File: config.mk
export PLATFORM = sky130hd
export DESIGN_NAME = clk_div
export DESIGN_NICKNAME = d
export VERILOG_FILES = /design/src/rtl/clk_div_pkg.sv /design/src/rtl/clk_div_counter.sv /design/src/rtl/clk_div.sv
export SDC_FILE = /design/constraint.sdc
export NUM_CORES = 1
export LEC_CHECK = 0
export BUFFER_PORTS_ARGS = -buffer_cell sky130_fd_sc_hd__clkbuf_2
export CAP_MARGIN = 20
export CORE_UTILIZATION = 25
export CTS_BUF_LIST = sky130_fd_sc_hd__clkbuf_8
export DETAILED_ROUTE_END_ITERATION = 16
export GPL_TIMING_DRIVEN = 0
export PLACE_DENSITY = 0.44
export RECOVER_POWER = 100
export SLEW_MARGIN = 10
export SYNTH_ARGS = -nofsm -noshare
export SYNTH_HDL_FRONTEND = slang
export SYNTH_SLANG_ARGS = --single-unit
File: constraint.sdc
create_clock -name clk -period 3.49 [get_ports clk]
set_input_delay 0.349 -clock clk [delete_from_list [all_inputs] [get_ports clk]]
set_output_delay 0.349 -clock clk [all_outputs]
set_load 0.03 [all_outputs]
File: src/rtl/clk_div_pkg.sv
// Shared definitions for the clk_div clock divider: default sizing and a
// helper that returns the counter width needed for a given terminal count.
package clk_div_pkg;

    localparam int CLK_DIV_COUNT_WIDTH_DEF = 24;
    localparam int CLK_DIV_MAX_COUNT_DEF   = 1_500_000 - 1;

    // Minimum number of bits able to hold max_val (at least 1).
    function automatic int clk_div_width(input int unsigned max_val);
        int w;
        w = 1;
        for (int i = 1; i < 32; i++) begin
            if ((max_val >> i) != 0) begin
                w = i + 1;
            end
        end
        return w;
    endfunction

endpackage

File: src/rtl/clk_div_counter.sv
// Modulo-(MAX_COUNT+1) counter with asynchronous active-high reset and a
// combinational terminal-count strobe. Wraps only through the compare.
module clk_div_counter
    import clk_div_pkg::*;
#(
    parameter int COUNT_WIDTH = CLK_DIV_COUNT_WIDTH_DEF,
    parameter int MAX_COUNT   = CLK_DIV_MAX_COUNT_DEF
) (
    input  logic clk,
    input  logic rst,
    output logic tc
);

    // Refuse to build a counter that cannot reach its terminal value.
    if (COUNT_WIDTH < 1) begin : g_bad_width
        $error("clk_div_counter: COUNT_WIDTH must be at least 1");
    end
    if (clk_div_width(MAX_COUNT) > COUNT_WIDTH) begin : g_bad_max
        $error("clk_div_counter: MAX_COUNT does not fit in COUNT_WIDTH bits");
    end

    localparam logic [COUNT_WIDTH-1:0] TERM = COUNT_WIDTH'(MAX_COUNT);

    logic [COUNT_WIDTH-1:0] count;

    assign tc = (count == TERM);

    // Count up, returning to zero on the terminal count.
    always_ff @(posedge clk or posedge rst) begin
        if (rst) begin
            count <= '0;
        end else if (tc) begin
            count <= '0;
        end else begin
            count <= count + COUNT_WIDTH'(1);
        end
    end

endmodule

File: src/rtl/clk_div.sv
// Clock divider top: square-wave output toggling every MAX_COUNT+1 clocks,
// period 2*(MAX_COUNT+1). Optional feature macro CLK_DIV_TICK_EN adds a
// registered one-cycle 'tick' pulse coincident with each 'out' toggle.
module clk_div
    import clk_div_pkg::*;
#(
    parameter int COUNT_WIDTH = CLK_DIV_COUNT_WIDTH_DEF,
    parameter int MAX_COUNT   = CLK_DIV_MAX_COUNT_DEF
) (
    input  logic clk,
    input  logic rst,
    output logic out
`ifdef CLK_DIV_TICK_EN
    ,
    output logic tick
`endif
);

    logic tc;

    clk_div_counter #(
        .COUNT_WIDTH (COUNT_WIDTH),
        .MAX_COUNT   (MAX_COUNT)
    ) u_counter (
        .clk (clk),
        .rst (rst),
        .tc  (tc)
    );

    // Toggle the divided output each time the counter reaches terminal count.
    always_ff @(posedge clk or posedge rst) begin
        if (rst) begin
            out <= 1'b0;
        end else if (tc) begin
            out <= ~out;
        end
    end

`ifdef CLK_DIV_TICK_EN
    // Register the terminal-count strobe so it lines up with the out toggle.
    always_ff @(posedge clk or posedge rst) begin
        if (rst) begin
            tick <= 1'b0;
        end else begin
            tick <= tc;
        end
    end
`endif

endmodule

; Word-level counts from Yosys, hierarchy flattened
; Index checks and enable logic that the tools add are counted.
[totals]
register_bits = 25
in_bits = 2
[op_classes]
add_sub_neg = 1
n_eq_ne = 1
mux = 1
n_bitwise = 1
[ops]
columns = op, n
row1 = $add A24 B1 Y24 const B, 1
row2 = $eq A24 B21 Y1 const B, 1
row3 = $mux W24, 1
row4 = $not A1 Y1, 1

; Longest topological paths before layout
[depth]
word_depth = 2
ltp_mapped = 5
mapped_depth_nobuf = 5

; Modules after synthesis
; A second synthesis with hierarchy kept.
[unflattened]
hier_cells = 129
hier_area_um2 = 1291.2
[by_module_without_submodules]
columns = mod, instances, cells_each, area_each_um2
row1 = clk_div_counter, 1, 126, 1253.7
row2 = clk_div, 1, 3, 37.5

; Least setup slack after synthesis
; No wires, ideal clock.
[synth_path]
kind = register to register
startpoint = register u_counter.count[5]
endpoint = register u_counter.count[13]
arrival_time_ns = 1.642
required_time_ns = 3.417
slack_ns = 1.775
path_stages_with_launch = 6
n_path_buf = 1
synth_period_minus_slack_ns = 1.715
path_cell_list = dfrtp_1 nand3_2 or4_1 clkbuf_2 or3_1 a21oi_2
[synth_via]
elab_chain_len = 2
[synth_rtl]
columns = item, line_no
row1 = "start, declared", clk_div_counter.sv:24  ; logic [COUNT_WIDTH-1:0] count;
row2 = "start signal, assigned", clk_div_counter.sv:35  ; count <= count + COUNT_WIDTH'(1);
row3 = $add A24 B1 Y24 or $eq A24 B21 Y1 (tied branches), "clk_div_counter.sv:35, clk_div_counter.sv:26"
row4 = $mux W24 *, clk_div_counter.sv:32  ; end else if (tc) begin
; Every way passes the cells marked *; elsewhere a longest branch is shown, timed or not.
; A chain may end at the register's enable or synchronous reset.

; Final worst setup path
[layout_path]
startpoint = register u_counter.count[0]
endpoint = register u_counter.count[6]
; The elaborated chain is that of the path after synthesis.

==> flow_metrics.env <==
export IMPL_status="finished, final reports clean"
export IMPL_fin_nets=135
export IMPL_final_common_cell="dfrtp_1"
export IMPL_arrival_ns=2.49
export IMPL_hpwl_microns=1780
export IMPL_boundaryPins=3
export IMPL_grt_ovfl_total=0
export IMPL_drc=0
export IMPL_postCtsHoldBufs=0
export IMPL_post_cts_resized=0
export IMPL_root_buffer="clkbuf_8"
export IMPL_drive_gt1_frac=0.0611
export IMPL_ys_ff_latch=25
export IMPL_max_slew_margin_rel=0.231
export IMPL_crit_family="simple AND/OR/NAND/NOR gates"
export IMPL_cts_tree="done"
export IMPL_finalCritPeriodShare=0.675
export IMPL_fp_dieH_microns=72.5
export IMPL_p_leak_nw=0.558
export IMPL_cap_violations=0
export IMPL_wl_per_cell_microns=12.5
export IMPL_tns_ns=0
export IMPL_routed_wl_microns=2480
export IMPL_rsz0062_at_grt="no"
export IMPL_synth_nets=126
export IMPL_clk_insertion_delay_late_ns=0.27
export IMPL_whs_ns=0.478
export IMPL_io_buffer_count=2
export IMPL_clk_path_buf_depth=2
export IMPL_rows=25
export IMPL_groute_usage_overall=0.108
export IMPL_final_cell_count_no_fill=198
export IMPL_clock_skew_ns=0.00397
export IMPL_reg2reg_from="u_counter.count[0]$_DFF_PP0_"
export IMPL_fp_dieArea_sq_mm=0.00526
export IMPL_power_density_mw_per_mm2=336
export IMPL_ant_nets=0
export IMPL_yosysUniqueCellTypes=32
export IMPL_multi_input_area_sq_um=587
export IMPL_reg2reg_to="u_counter.count[6]$_DFF_PP0_"
export IMPL_crit_chain="ha_1, nand4_1, nor4_1, clkbuf_1, nor2_1"
export IMPL_htree_levels=1
export IMPL_viasPerCell=4.71
export IMPL_grt_max_degree=26
export IMPL_postLayoutSetupSlackWorst_ns=1.13
export IMPL_cts_sink_count=25
export IMPL_syn_area_sq_mm=0.00124
export IMPL_grt_pass1_vias=909
export IMPL_dpl_worst_slack_ns=1.31
export IMPL_dr_first_iter_drc_count=42
export IMPL_period_needed_ns=2.36
export IMPL_critPathCaptureType="flop"
export IMPL_num_vias=932
export IMPL_crit_end="u_counter.count[6]$_DFF_PP0_"
export IMPL_startpoint_type="flop"
export IMPL_yosysSeqAreaShare=0.504
export IMPL_gp_congestion=0.766
export IMPL_startpoint="u_counter.count[0]$_DFF_PP0_"
export IMPL_grt_antenna_before_repair=0
export IMPL_synth_warnings=0
export IMPL_hold_class="flop to flop"
export IMPL_drt_pass1_iterations=4
export IMPL_post_cts_buffers=0
export IMPL_area_delta_synth_final_pct=11.7
export IMPL_core_area_sq_mm=0.00475
export IMPL_hold_start="out$_DFFE_PP0N_"
export IMPL_cp_depth=5
export IMPL_worstSetupPathType="flop to flop"
export IMPL_path_clk_slew_ns=0.09
export IMPL_syn_inst=123
export IMPL_irDropWorstVdd_v=0.000130
export IMPL_rrSetupSlack_ns=1.13
export IMPL_max_stage_delay_ns=0.72
export IMPL_setup_violations_final=0
export IMPL_final_cell_mix="dfrtp_1, nor2_1, xnor2_1, nand4_1, nand3_1"
export IMPL_diodes=0
export IMPL_nFillCells=530
export IMPL_avgSynthCellArea_sq_um=10.1
export IMPL_max_slew_worst_pin_slew_ns=1.15
export IMPL_fp_dieW_microns=72.5
export IMPL_r2r_cells=5
export IMPL_grt_pass1_wl_microns=4370
export IMPL_max_freq_ghz=0.425
export IMPL_critical_path_max_fanout=10
export IMPL_initial_core_util=0.261
export IMPL_crit_buf_inv=1
export IMPL_slew_viol_final=0
export IMPL_dp_cells=192
export IMPL_layout_area_seq_sq_um=626
export IMPL_hold_violations=0
export IMPL_cp_required_ns=3.63
export IMPL_numCtsBuffers=3
export IMPL_cp_slowest_cell="nor4_1"
## worst reg2reg max path, delay by kind of cell (launching register included)
kind,cells,cell delay [ns]
adder cells (fa/ha/maj),1,0.22
buffers and inverters,1,0.49
flip-flops,1,0.39
AND/OR/NAND/NOR,3,1.13
## routing by layer
layer	wire length (microns)	vias up	GRT usage
li1	-	456	-
met2	1170	16	0.168
met5	0	-	0
met4	14	0	0.0392
met3	67	2	0.0167
met1	1230	458	0.152
## state kept, by name, indices dropped and copies added, names as in the netlist
register	cells
out	1
u_counter.count	24
## cell type report
class / count / area share
Buffer: 2 / 0.00631
Clock buffer: 3 / 0.0298
Clock inverter: 1 / 0.00271
Inverter: 4 / 0.0108
Multi-Input combinational cell: 92 / 0.423
Sequential cell: 25 / 0.451
Tap cell: 67 / 0.0604
Timing Repair Buffer: 4 / 0.0162
## cells by family after synthesis
kind of cell	after synthesis	synth area share
DFF	25	0.504
adders and majority gates	1	0.0101
AOI/OAI and AO/OA	9	0.0483
buffers and inverters	6	0.0201
and+or+nand+nor	64	0.291
xor gates and xnor gates	18	0.127
## metrics by stage
stage                     power, mW   util  instance area (sq um)
final                         0.466  0.292                   1390
after global routing          0.487  0.292                   1390
after CTS                     0.471  0.291                   1380
after detailed placement      0.302  0.281                   1340
after global placement        0.302  0.281                   1340
after floorplan               0.299      -                   1240
## how the worst min path moves through the flow
| stage | cells after the start | slack [ns] | to |
|---|---|---|---|
| floorplan | 1 | 0.38 | out$_DFFE_PP0N_ |
| global placement | 1 | 0.45 | out$_DFFE_PP0N_ |
| detailed placement | 1 | 0.46 | out$_DFFE_PP0N_ |
| CTS | 2 | 0.32 | u_counter.count[8]$_DFF_PP0_ |
| global route | 1 | 0.51 | out$_DFFE_PP0N_ |
| finish | 1 | 0.48 | out$_DFFE_PP0N_ |
## where the power goes
part	switching [mW]	internal, mW	total, mW
clock network	0.0907	0.0787	0.169
logic	0.00592	0.00141	0.00733
registers	0	0.289	0.289
total	0.0966	0.369	0.466
## cell usage after synthesis (all sizes together)
cell type	count	area [sq um]
buf	1	5.00
xor2	5	43.8
a31oi	1	6.26
nand3b	1	7.51
xnor2	13	114
o21ai	1	5.00
o22ai	2	12.5
o41ai	1	8.76
nor3b	1	7.51
nor2b	1	6.26
nor4bb	2	20.0
nand2	7	26.3
nand3	8	45.0
dfrtp	25	626
nor4b	4	35.0
a21oi	3	18.8
and3	4	26.3
nor4	3	18.8
nor3	5	25.0
clkbuf	1	5.00
nor2	14	52.6
ha	1	12.5
or4	1	7.51
a31o	1	8.76
nand4	8	50.1
and2	2	12.5
or3	2	12.5
inv	4	15.0
nand4b	1	8.76
No activity file was read; power rests on OpenSTA's default activity.
